--- src/rtl/bit_serial_alu_seq_pkg.sv ---
// bit_serial_alu_seq_pkg: op encodings and sequencer states shared by the bit-serial ALU
package bit_serial_alu_seq_pkg;
  localparam logic [1:0] OP_AND  = 2'd0;
  localparam logic [1:0] OP_OR   = 2'd1;
  localparam logic [1:0] OP_ADD  = 2'd2;
  localparam logic [1:0] OP_PASS = 2'd3;
  typedef enum logic [1:0] {ST_IDLE, ST_RUN, ST_DONE} state_e;
endpackage

--- src/rtl/bit_serial_alu_seq_slice.sv ---
// alu_slice_1b: combinational 1-bit ALU slice (AND/OR/add/pass-src2) with B_invert and carry chain
module alu_slice_1b
  import bit_serial_alu_seq_pkg::*;
(
  input  logic       src1_i,
  input  logic       src2_i,
  input  logic       b_invert_i,
  input  logic       cin_i,
  input  logic [1:0] op_i,
  output logic       result_o,
  output logic       cout_o
);
  logic b_add;
  logic sum;
  assign b_add    = src2_i ^ b_invert_i;
  assign sum      = src1_i ^ b_add ^ cin_i;
  assign cout_o   = (op_i == OP_ADD) & ((src1_i & b_add) | (cin_i & (src1_i ^ b_add)));
  assign result_o = (op_i == OP_AND) ? (src1_i & src2_i) :
                    (op_i == OP_OR)  ? (src1_i | src2_i) :
                    (op_i == OP_ADD) ? sum : src2_i;
endmodule

--- src/rtl/bit_serial_alu_seq.sv ---
// bit_serial_alu_seq: feeds a 1-bit ALU slice LSB-first across a WIDTH-bit word, one bit per clock
module bit_serial_alu_seq
  import bit_serial_alu_seq_pkg::*;
#(
  parameter  int WIDTH = 32,
  localparam int CNT_W = $clog2(WIDTH)
) (
  input  logic             clk_i,
  input  logic             rst_i,
  input  logic             start_i,
  input  logic [WIDTH-1:0] src1_i,
  input  logic [WIDTH-1:0] src2_i,
  input  logic             b_invert_i,
  input  logic [1:0]       op_i,
  output logic             busy_o,
  output logic             done_o,
  output logic [WIDTH-1:0] result_o,
  output logic             zero_o,
  output logic             cout_o,
  output logic             overflow_o
);
  state_e           state_q, state_d;
  logic [WIDTH-1:0] a_q, b_q, res_q, result_q;
  logic [CNT_W-1:0] cnt_q;
  logic [1:0]       op_q;
  logic             binv_q, carry_q, cin_msb_q, cout_fin_q;
  logic             busy_q, done_q, zero_q, cout_q, ovf_q;
  logic             s_res, s_cout, accept, last;
  // busy is registered, so IDLE only accepts once the previous DONE has drained out of busy
  assign accept = (state_q == ST_IDLE) & ~busy_q & start_i;
  assign last   = cnt_q == CNT_W'(WIDTH - 1);
  alu_slice_1b u_slice (
    .src1_i     (a_q[0]),
    .src2_i     (b_q[0]),
    .b_invert_i (binv_q),
    .cin_i      (carry_q),
    .op_i       (op_q),
    .result_o   (s_res),
    .cout_o     (s_cout)
  );
  always_comb begin
    state_d = state_q;
    if (accept) state_d = ST_RUN;
    else if (state_q == ST_RUN && last) state_d = ST_DONE;
    else if (state_q == ST_DONE) state_d = ST_IDLE;
  end
  always_ff @(posedge clk_i or negedge rst_i) begin
    if (!rst_i) begin
      state_q    <= ST_IDLE;
      a_q        <= '0;
      b_q        <= '0;
      res_q      <= '0;
      result_q   <= '0;
      cnt_q      <= '0;
      op_q       <= OP_AND;
      binv_q     <= 1'b0;
      carry_q    <= 1'b0;
      cin_msb_q  <= 1'b0;
      cout_fin_q <= 1'b0;
      busy_q     <= 1'b0;
      done_q     <= 1'b0;
      zero_q     <= 1'b0;
      cout_q     <= 1'b0;
      ovf_q      <= 1'b0;
    end else begin
      state_q <= state_d;
      busy_q  <= state_q != ST_IDLE;
      done_q  <= state_q == ST_DONE;
      if (accept) begin
        a_q     <= src1_i;
        b_q     <= src2_i;
        op_q    <= op_i;
        binv_q  <= b_invert_i;
        carry_q <= (op_i == OP_ADD) & b_invert_i;
        cnt_q   <= '0;
      end else if (state_q == ST_RUN) begin
        a_q     <= a_q >> 1;
        b_q     <= b_q >> 1;
        res_q   <= {s_res, res_q[WIDTH-1:1]};
        carry_q <= s_cout;
        cnt_q   <= cnt_q + CNT_W'(1);
        if (last) begin
          cin_msb_q  <= carry_q;
          cout_fin_q <= s_cout;
        end
      end else if (state_q == ST_DONE) begin
        result_q <= res_q;
        zero_q   <= res_q == '0;
        cout_q   <= (op_q == OP_ADD) & cout_fin_q;
        ovf_q    <= (op_q == OP_ADD) & (cin_msb_q ^ cout_fin_q);
      end
    end
  end
  assign busy_o     = busy_q;
  assign done_o     = done_q;
  assign result_o   = result_q;
  assign zero_o     = zero_q;
  assign cout_o     = cout_q;
  assign overflow_o = ovf_q;
endmodule

--- config.mk ---
export PLATFORM = sky130hd
export DESIGN_NAME = bit_serial_alu_seq
export DESIGN_NICKNAME = d
export VERILOG_FILES = /design/src/rtl/bit_serial_alu_seq_pkg.sv /design/src/rtl/bit_serial_alu_seq_slice.sv /design/src/rtl/bit_serial_alu_seq.sv
export SDC_FILE = /design/constraint.sdc
export NUM_CORES = 1
export LEC_CHECK = 0
export ABC_AREA = 1
export ABC_CLOCK_PERIOD_IN_PS = 2100
export CORE_UTILIZATION = 45
export DETAILED_ROUTE_END_ITERATION = 10
export PLACE_DENSITY_LB_ADDON = 0.1
export SLEW_MARGIN = 0
export SYNTH_ARGS = -nofsm -noshare
export SYNTH_HDL_FRONTEND = slang
export SYNTH_SLANG_ARGS = --single-unit
--- constraint.sdc ---
create_clock -name clk_i -period 2.1 [get_ports clk_i]
set_input_delay 0.42 -clock clk_i [delete_from_list [all_inputs] [get_ports clk_i]]
set_output_delay 0.42 -clock clk_i [all_outputs]
set_load 0.005 [all_outputs]
Yosys cells after proc, flatten, opt, wreduce, memory -nomap -nowiden
Cells that the tools add are included.

Add/sub/neg operators: 1. Eq/ne operators: 6. Mux-type cells: 14. Bitwise gates (word level): 18. Reduce and logical (&&, ||, !) cells: 10.

Operator list (number): $mux 32 (4); $logic_not 32->1 (1); $mux 5 (2); $and 1x1->1 (9); $eq 2x2->1 const B (3); $mux 2 (3); $reduce_and 3->1 (2); $add 5x1->5 const B (1); $eq 5x5->1 const B (1); $mux 1 (5); $eq 2x1->1 const B (2); $logic_not 2->1 (2); $reduce_bool 2->1 (2); $xor 1x1->1 (4); $not 1->1 (3); $reduce_bool 3->1 (1); $or 1x1->1 (2); $reduce_and 2->1 (1); $logic_and 1x1->1 (1).

Register bits: 146. Bits of input ports: 70.

Longest topological paths before layout
Depth in word-level cells: 7. Depth in mapped cells: 9. Mapped depth without buffers: 8.

Hierarchy
From an unflattened synthesis, not the netlist that was laid out.

Cells, all modules: 703. Area total of the unflattened synthesis: 6072.1 sq um.

By module, submodules not included: bit_serial_alu_seq (times used 1, cells an instance 690, area an instance 5994.5 sq um); alu_slice_1b (times used 1, cells an instance 13, area an instance 77.6 sq um).

Least setup slack after synthesis
No wires, ideal clock.

Kind: reg2reg. Start: register b_q[0]. End: register carry_q. Setup time: 117 ps. Arrival time: 1268 ps. Slack: 716 ps. Cell stages (with the launch flop): 8. Path buffers: 0. Cell sequence: dfrtp_1 > xor2_1 > fa_1 > and3_1 > nand2_1 > nand2_1 > nand2_1 > nand2_1.

Word-level cells in the longest chain between the ends: 7. Elaborated cells between the ends (all ways): 8. Those cells by class: mux: 2; bitwise: 6.

RTL lines: start: declaration (line bit_serial_alu_seq.sv:23) `logic [WIDTH-1:0] a_q, b_q, res_q, result_q;`; start signal: assignment (line bit_serial_alu_seq.sv:71) `b_q <= src2_i;`; start signal: assignment (line bit_serial_alu_seq.sv:78) `b_q <= b_q >> 1;`; $xor 1x1->1 * (line bit_serial_alu_seq_slice.sv:15) `assign b_add = src2_i ^ b_invert_i;`; $xor 1x1->1 (line bit_serial_alu_seq_slice.sv:17) `assign cout_o = (op_i == OP_ADD) & ((src1_i & b_add) | (cin_i & (src1_i ^ b_add)));`; $and 1x1->1 (line bit_serial_alu_seq_slice.sv:17); $or 1x1->1 * (line bit_serial_alu_seq_slice.sv:17); $and 1x1->1 * (line bit_serial_alu_seq_slice.sv:17); $mux 1 * (line bit_serial_alu_seq.sv:76) `end else if (state_q == ST_RUN) begin`; $mux 1 * (line bit_serial_alu_seq.sv:69) `if (accept) begin`; end signal: assignment (line bit_serial_alu_seq.sv:74) `carry_q <= (op_i == OP_ADD) & b_invert_i;`; end signal: assignment (line bit_serial_alu_seq.sv:80) `carry_q <= s_cout;`; end: declaration (line bit_serial_alu_seq.sv:26) `logic binv_q, carry_q, cin_msb_q, cout_fin_q;`.

Every way passes the cells marked *; elsewhere a longest branch is shown, timed or not. The select of a mux whose other input is x is not followed. A chain may end at the register's enable or synchronous reset.

Worst setup path in the final report
Start: register result_q[30] (netlist: result_o[30]). End: output port result_o[30].

RTL lines: start: declaration (line bit_serial_alu_seq.sv:23); start signal: assignment (line bit_serial_alu_seq.sv:87) `result_q <= res_q;`; end: declaration (line bit_serial_alu_seq.sv:17) `output logic [WIDTH-1:0] result_o,`.

No word-level cell between the ends.

==> flow_summary.yaml <==
run_status:
  status: "finished with violations"
  violations: "DRC"
clocking:
  clockBufferDepth: 2
  cts_buffers: 17
  cts.sinks: 146
  cts_max_level: 4
  cts_tree: "done"
  cts.repair.resized: 0
  cts_root_buf: "clkbuf_16"
  path_clk_slew_ps: 60
  clkLatencyLatePin_ps: 420
critical_path:
  critPathCaptureType: "output pin"
  max_stage_delay_ps: 510
  startpoint: "result_o[30]"
  path_class: "flip-flop to output pin"
  reg2regPathDepth: 7
  worst_path_max_delay_cell: "clkdlybuf4s50_1"
  rrSetupSlack_ps: 620
  worstPathRequired_ps: 1680
  reg2reg_to: "carry_q"
  crit_arrival_ps: 1310
  crit_family: "buffers and inverters"
  path_buf_inv: 1
  path_cells: "clkdlybuf4s50_1"
  reg2reg_from: "b_q[0]"
  crit_path_max_fanout: 2
  cp-start-kind: "flip-flop"
logic_synthesis:
  synth_seq_cells: 146
  ys.flop_type: "dfrtp_1"
  synth_cells: 701
  syn_area_per_cell_um2: 8.63
  synthTopCellsByArea: "dfrtp_1, nand2_1, o21ai_0"
  synth_top_area_share_pct: 60.4
  synth_area_mm2: 0.00605
  yosysSeqAreaShare_pct: 60.4
  synth_edf_count: 0
  ys_types: 27
  yosysWarnings: 0
  netlist_top_cells_count: "nand2_1, dfrtp_1, o21ai_0, nand3_1, inv_1"
  synth_most_common_cell: "nand2_1"
  async_reset_ff_share_pct: 100
  synth_nets: 774
  synth.largest_area_cell: "dfrtp_1"
global_route:
  grt_pass1_vias: 4782
  antenna_found_initial: 0
  grt-ovfl-total: 0
  grt_util_all_layers_pct: 19.5
  grt_start_max_net_pins: 68
  grt_first_pass_wirelength_um: 21600
sta:
  hold_viol: 0
  rsz0062_at_grt: "no"
  fin_crit_ps: 1730
  drv_slew: 0
  clock_skew_ps: 5.97
  setup_viol: 0
  tightest_slew_ps: 521
  fin_crit_sh_pct: 82.4
  setup-tns-final_ps: 0
  fin_hold_ws_ps: 463
  max_freq_ghz: 0.578
  slew_headroom_pct: 65.2
die:
  io_pins: 107
  rows: 42
  start_util_pct: 45.9
  die_y_um: 118
  core-area_mm2: 0.0132
  die_w_um: 118
  die-area_mm2: 0.0139
routing:
  drt_iter0_markers: 293
  drt_wl_total_um: 12400
  viasPerCell: 4.84
  drcViolationCount: 1
  routedWlPerCell_um: 12.5
  firstDrtPassIters: 9
  vias: 4806
  ant_nets: 0
hold_path:
  hold_path_class: "flip-flop to flip-flop"
  worstHoldStart: "cnt_q[3]"
  whs_path_depth: 1
  min_to: "cnt_q[3]"
placed_design:
  routabilityCongestion: 0.781
  dp_hpwl_um: 8330
  dpl_cell_area_mm2: 0.00731
  place.detailed.instances: 960
  portBuffers: 106
power_and_ir_drop:
  power_density_mw_per_mm2: 1380
  static-leakage-power_nw: 3.77
  peakVddDrop_v: 0.000652
  total_power_w: 0.0110
layout:
  final_cells: 992
  multiInputGateArea_mm2: 0.00203
  seq_area_mm2: 0.00365
  fin_area_mm2: 0.00795
  n_antenna_cell: 0
  drive_gt1_share_pct: 6.00
  fill_cells: 1168
  final_nets: 877
  area_growth_pct: 31.3
flow_run:
  drv_cap: 0
## layout by cell type (no fill, tap or decap)
cell / instances
o21bai_1: 1
nand2_1: 288
clkinv_4: 1
buf_4: 5
inv_1: 46
o22ai_1: 1
clkinvlp_4: 1
xor2_1: 1
buf_6: 1
nor2_2: 1
o21ai_0: 69
nand2_2: 2
dlygate4sd3_1: 1
nor2_4: 1
dfrtp_1: 146
buf_12: 6
nand2_4: 1
and3_1: 1
clkinv_2: 4
clkdlybuf4s50_1: 105
nand3_1: 64
o21a_1: 1
o21ai_1: 3
ha_1: 2
nor3_1: 1
a21oi_1: 5
clkbuf_1: 3
fa_1: 1
xnor2_1: 1
bufinv_16: 5
clkbuf_16: 17
o211ai_1: 2
nor2_1: 25
inv_2: 4
## cell type report
type	count	area share, %
Clock buffer	20	5.50
Sequential cell	146	46.0
Timing Repair Buffer	118	15.5
Inverter	50	2.36
Clock inverter	11	2.35
Tap cell	176	2.77
Multi-Input combinational cell	471	25.6
## registers in the layout, summed over array words and instances, names as in the netlist, 2 cells and up
| signal | cells |
|---|---|
| b_q | 32 |
| op_q | 2 |
| state_q | 2 |
| a_q | 32 |
| res_q | 32 |
| cnt_q | 5 |
| result_o | 32 |
## layer usage
metal | GRT usage (%) | share of wire (%) | wire length (um) | vias to the layer above
met5 | 0 | 0 | 0 | -
met4 | 7.21 | 0.87 | 108 | 0
met1 | 24.1 | 46 | 5650 | 2288
met3 | 5.09 | 3.9 | 482 | 12
met2 | 32.8 | 50 | 6140 | 102
li1 | - | - | - | 2404
## cells by family after synthesis
kind of cell	after synthesis	share of synthesized area, %
AO/OA/AOI/OAI	82	6.97
adder cells (fa/ha/maj)	3	0.744
flip-flops	146	60.4
AND/OR/NAND/NOR	384	25.6
buffers and inverters	84	6.06
XOR/XNOR	2	0.289
## metrics by stage
stage	setup WS (ps)	util (%)
floorplan	716	-
global placement	243	55.4
detailed placement	206	55.4
CTS	350	60.2
global route	324	60.2
finish	370	60.2
## worst max-delay path by stage
stage               slack (ps)  depth (start not counted)            to
floorplan                  720                          7       carry_q
global route               320                          1  result_o[29]
global placement           240                         10       carry_q
finish                     370                          1  result_o[30]
CTS                        350                          1  result_o[30]
detailed placement         210                         10       carry_q
## timing repair
action                                  CTS  global route
setup buffers                             0             0
endpoints found under the setup margin    0             0
hold endpoints to repair                 50             0
hold buffers                              1             0
## power breakdown
part	internal (W)	leakage, nW	total (W)	switching (W)
combinational	0.00146	1.58	0.00338	0.00192
sequential	0.00380	1.89	0.00438	0.000584
clock	0.00209	0.304	0.00321	0.00112
No activity file was read; power rests on OpenSTA's default activity.
